`src/rtl/calaadd.sv`:
```
// Registered carry-lookahead adder: 4-bit lookahead blocks joined by a second-level
// lookahead unit, with group generate/propagate for use in wider lookahead trees.
module calaadd #(
    parameter int WIDTH = 4
) (
    input  logic             clk,
    input  logic             rst_n,
    input  logic [WIDTH-1:0] a,
    input  logic [WIDTH-1:0] b,
    input  logic             ci,
    output logic             g,
    output logic             p,
    output logic [WIDTH-1:0] s,
    output logic             co
);
    localparam int NB = WIDTH / 4;

    logic [WIDTH-1:0] bit_p;
    logic [WIDTH-1:0] bit_g;
    logic [WIDTH-1:0] bit_c;
    logic [NB-1:0]    blk_g;
    logic [NB-1:0]    blk_p;
    logic [NB:0]      blk_c;
    logic             grp_g;
    logic             grp_p;

    logic             g_q,  g_d;
    logic             p_q,  p_d;
    logic [WIDTH-1:0] s_q,  s_d;
    logic             co_q, co_d;

    // AND of v[lo..hi-1]; an empty range is the identity 1.
    function automatic logic and_range(input logic [NB-1:0] v, input int lo, input int hi);
        logic r;
        r = 1'b1;
        for (int m = 0; m < NB; m++) begin
            if (m >= lo && m < hi) r = r & v[m];
        end
        return r;
    endfunction

    assign bit_p = a ^ b;
    assign bit_g = a & b;

    for (genvar k = 0; k < NB; k++) begin : g_blk
        logic [3:0] lp;
        logic [3:0] lg;
        logic       c0;
        assign lp = bit_p[4*k +: 4];
        assign lg = bit_g[4*k +: 4];
        assign c0 = blk_c[k];

        assign bit_c[4*k]   = c0;
        assign bit_c[4*k+1] = lg[0] | (lp[0] & c0);
        assign bit_c[4*k+2] = lg[1] | (lp[1] & lg[0]) | (lp[1] & lp[0] & c0);
        assign bit_c[4*k+3] = lg[2] | (lp[2] & lg[1]) | (lp[2] & lp[1] & lg[0])
                            | (lp[2] & lp[1] & lp[0] & c0);

        assign blk_g[k] = lg[3] | (lp[3] & lg[2]) | (lp[3] & lp[2] & lg[1])
                        | (lp[3] & lp[2] & lp[1] & lg[0]);
        assign blk_p[k] = &lp;
    end

    // Second level: every block carry-in is a flat sum of products of lower BG/BP and ci.
    always_comb begin
        blk_c = '0;
        grp_g = 1'b0;
        for (int k = 0; k <= NB; k++) begin
            blk_c[k] = ci & and_range(blk_p, 0, k);
            for (int j = 0; j < NB; j++) begin
                if (j < k) blk_c[k] = blk_c[k] | (blk_g[j] & and_range(blk_p, j + 1, k));
            end
        end
        for (int j = 0; j < NB; j++) begin
            grp_g = grp_g | (blk_g[j] & and_range(blk_p, j + 1, NB));
        end
        grp_p = &blk_p;
    end

    always_comb begin
        g_d  = grp_g;
        p_d  = grp_p;
        s_d  = bit_p ^ bit_c;
        co_d = blk_c[NB];
    end

    always_ff @(posedge clk or negedge rst_n) begin
        if (!rst_n) begin
            g_q  <= 1'b0;
            p_q  <= 1'b0;
            s_q  <= '0;
            co_q <= 1'b0;
        end else begin
            g_q  <= g_d;
            p_q  <= p_d;
            s_q  <= s_d;
            co_q <= co_d;
        end
    end

    assign g  = g_q;
    assign p  = p_q;
    assign s  = s_q;
    assign co = co_q;
endmodule

```
`config.mk`:
```
export PLATFORM = sky130hd
export DESIGN_NAME = calaadd
export DESIGN_NICKNAME = d
export VERILOG_FILES = /design/src/rtl/calaadd.sv
export SDC_FILE = /design/constraint.sdc
export NUM_CORES = 1
export LEC_CHECK = 0
export CORE_AREA = 4 4 41 43
export CTS_CLUSTER_DIAMETER = 40
export CTS_CLUSTER_SIZE = 12
export DETAILED_ROUTE_END_ITERATION = 12
export DIE_AREA = 0 0 45 47
export GPL_ROUTABILITY_DRIVEN = 0
export SYNTH_ARGS = -nofsm -noshare
export SYNTH_HDL_FRONTEND = slang
export SYNTH_SLANG_ARGS = --single-unit
export TNS_END_PERCENT = 1
```
`constraint.sdc`:
```
create_clock -name clk -period 0.8 [get_ports clk]
set_clock_uncertainty 0.1 [all_clocks]
set_input_delay 0.16 -clock clk [delete_from_list [all_inputs] [get_ports clk]]
set_output_delay 0.16 -clock clk [all_outputs]
set_load 0.02 [all_outputs]
```
# --- After elaboration in Yosys (flattened, before gate mapping) ---
# Index checks and enable logic that the tools add are counted.
totals:
  ff_bits: 7
  input_bits: 11
  out_inout_bits: 7
  elab_cells: 33
op_classes:
  bitwise: 28
  reduce_logical: 1
ops:
  columns: ["operator", "n"]
  rows:
  - ["$and A1 B1 Y1", 15]
  - ["$or A1 B1 Y1", 10]
  - ["$xor A4 B4 Y4", 2]
  - ["$and A4 B4 Y4", 1]
  - ["$reduce_and A4 Y1", 1]

# --- Longest topological paths before layout ---
depth:
  ltp_word: 6
  mapped_depth: 4
  depth_no_buf: 4

# --- Worst setup path before layout ---
# Ideal clock, no wire load.
synth_timing:
  path_type: "input to register"
  from: "input a[2]"
  to: "register co_q (netlist: co)"
  setup_time_ps: 118
  t_arrival_ps: 972
  required_ps: 582
  path_slack_ps: -390
  cell_stages: 4
  n_path_buf: 0
  cell_sequence: "ha_1 a41oi_1 o21ai_2 a21o_1"
synth_via:
  elab_chain_cells: 6
  elab_cells_between_ends: 13
  classes_between: "bitwise (12); reduce/logical (1)"
synth_lines:
  columns: ["item", "line", "text"]
  rows:
  - ["start, declared", "8", "input logic [WIDTH-1:0] a,"]
  - ["$and A4 B4 Y4 or $xor A4 B4 Y4 (tied branches)", "43, 42", null]
  - ["$and A1 B1 Y1 (on tied branches)", "59, 60", null]
  - ["$or A1 B1 Y1 (tied with other cells)", "59", "assign blk_g[k] = lg[3] | (lp[3] & lg[2]) | (lp[3] & lp[2] & lg[1])"]
  - ["$or A1 B1 Y1 or $and A1 B1 Y1 (tied branches)", "59, 60", null]
  - ["$or A1 B1 Y1", "60", "| (lp[3] & lp[2] & lp[1] & lg[0]);"]
  - ["$or A1 B1 Y1 *", "71", "if (j < k) blk_c[k] = blk_c[k] | (blk_g[j] & and_range(blk_p, j + 1, k));"]
  - ["named net co_d", "30", "logic co_q, co_d;"]
  - ["end signal, assigned", "97", "co_q <= co_d;"]
  - ["end, declared", "30", null]
# Mark *: on every way through the listed nets, which the timed path passes. The rest lies on a longest branch.

# --- Worst setup path in the final report ---
layout_timing:
  from: "register s_q[0] (netlist: s[0])"
  to: "output s[0]"
layout_lines:
  columns: ["item", "line", "text"]
  rows:
  - ["start, declared", "29", "logic [WIDTH-1:0] s_q, s_d;"]
  - ["start signal, assigned", "91", "s_q <= '0;"]
  - ["start signal, assigned", "96", "s_q <= s_d;"]
  - ["end, declared", "13", "output logic [WIDTH-1:0] s,"]
# No word-level cell between the ends.

==> results by group <==
Synthesis
  – Share of the yosys chip area belonging to registers: 0.490
  – Flops & latches, synth: 7
  – Syn. warnings: 0
  – Mapped Nets: 45
  – Syn Area/Cell: 12.3 sq um
  – Cells after Synth: 29
  – Library cells used by synthesis: 12
  – Post-synth design cell area: 358 sq um

Place
  – PortBufs: 17
  – Placed Instance Area: 618 sq um
  – DP Worst Slack: -0.836 ns
  – HPWL after detailed placement: 641 um

Timing
  – Setup violations, final: 13
  – Crit share post-route: 1.25
  – RSZ-0062 raised after global routing: yes
  – Worst Tran Pin Value: 0.299 ns
  – Slew Limit Fails: 0
  – Fmax: 997 MHz
  – Final worst slack: -0.203 ns
  – Hold WS: 0.0680 ns
  – Max-slew headroom: 0.800
  – Fin. Hold Viols: 0
  – Post-layout min period: 1.00 ns

Route
  – Wire per inst: 11.3 um
  – DR vias/cell: 4.54
  – Vias: 309
  – Antenna Nets Post-Route: 0
  – Residual DRC: 0
  – Total length of routed wires: 769 um
  – Initial DRC Count: 0
  – Drt first pass iters: 1

Worst setup path
  – Arr. time, crit path: 0.74 ns
  – CP Cell Sequence: buf_2
  – Worst endpoint required time: 0.54 ns
  – Worst Setup Path Type: flop to primary output
  – Critical path depth: 1
  – Buf+Inv Stages, Crit Path: 1
  – Critical path's top delay family: flip-flops
  – CP max FO: 1
  – Crit-path max cell delay: 0.35 ns
  – Setup crit end kind: primary output
  – CP startpoint kind: flop
  – CP max stage cell: dfrtp_1

Floorplanning
  – CORE AREA: 1300 sq um
  – Initial core utilization: 0.275
  – DIE AREA: 2120 sq um
  – Num ports: 18
  – Chip Height: 47 um
  – Die W: 45 um
  – Row count: 13

GRT
  – Initial antenna violation count: 0
  – Vias in the first global route: 338
  – Largest net degree at the start of global routing: 8
  – Total global routing overflow: 0
  – First-pass GRT wire length: 1.30 mm
  – GRT Total Usage: 0.0853

Power and ir drop
  – P_leak: 0.312 nW
  – PwrDens: 1750 nW/um^2
  – Peak VDD IR: 0.581 mV

Cells and area
  – Post-layout nets: 70
  – # diodes: 0
  – Final Cell Area: 652 sq um
  – Commonest non-fill, non-tap cell in the layout: buf_6
  – Synth-to-layout area growth: 82.2%
  – Most frequent cells in the layout: buf_6, dfrtp_1, buf_2
  – Share of cells above drive strength 1: 0.623

Clock network
  – H-tree lvl count: 1
  – CTS hold repair buffers: 0
  – Setup bufs post-CTS: 0
  – CTS tree: built
  – Reg clk slew, reported paths: 0.05 ns
  – Clk buf depth: 2
  – CTS root buf: clkbuf_4
  – CTS Sinks: 7
  – TritonCTS buffer count: 3

Status
  – Failing checks: negative setup slack
  – Status: complete, but fails checks

Flow run
  – Maxcap violations: 0

Worst hold path
  – Hold WC Path Type: input pin to asynchronous set/reset pin
where the power goes:
part           internal, W  switching (W)  leakage, nW
logic             0.000221       0.000201        0.212
registers         0.000407      0.0000158       0.0847
clock network     0.000189       0.000110       0.0150
flip-flops by register name, summed over array words and instances, names as in the netlist:
| signal | flops |
|---|---|
| p | 1 |
| g | 1 |
| s | 4 |
| co | 1 |
cells in the mapped netlist (all sizes together):
library cell  n  share of area
o21bai        1          0.021
a21oi         2          0.028
and4          1          0.028
a41oi         1          0.024
a21o          3          0.063
ha            4           0.14
inv           5          0.052
dfrtp         7           0.49
xnor2         2          0.049
fa            1          0.056
xor2          1          0.024
o21ai         1          0.024
per-layer routing:
layer  vias up  wire [um]  global-route usage
li1        150          -                   -
met1       143        254              0.0771
met2        14        417               0.150
met3         2         79              0.0115
met4         0         18               0.105
met5         -          0                   0
worst paths after layout:
path | slack (ns) | end | from
min | 0.07 | s[0]$_DFF_PN0_ | rst_n
max | -0.20 | s[0] | s[0]$_DFF_PN0_
max in group asynchronous | 0.30 | co$_DFF_PN0_ | rst_n
min in group clk | 0.22 | s[3]$_DFF_PN0_ | b[2]
cell families (layout without fill, tap and decap cells):
logic type | count (synthesis) | in the layout | share of synthesized area
xor gates and xnor gates | 3 | 3 | 0.0734
and+or+nand+nor | 1 | 1 | 0.0280
DFF | 7 | 7 | 0.490
buffers and inverters | 5 | 29 | 0.0525
AOI/OAI and AO/OA | 8 | 8 | 0.161
adders and majority gates | 5 | 5 | 0.196
through the flow:
stage,util,power (W),TNS [ns],std cells
floorplan,-,0.000632,-1.24,29
global placement,0.475,0.000834,-7.62,64
detailed placement,0.475,0.000845,-7.82,64
CTS,0.482,0.00115,-2.01,68
global route,0.501,0.00122,-2.07,68
finish,0.501,0.00114,-1.79,68
repair_timing:
action / CTS / global route
gates resized for setup: 74 / 6
setup endpoints to repair: 14 / 13
pin swaps: 8 / 5
layout make-up:
class / count / area [sq um]
fillers: 122 / 649
flip-flops and latches: 7 / 175
well taps: 15 / 18.8
clock buffers: 4 / 26.3
repair buffers: 20 / 174
inverters: 5 / 18.8
multi-input cells: 17 / 239
Note: power is estimated with default switching activity, not from simulation.
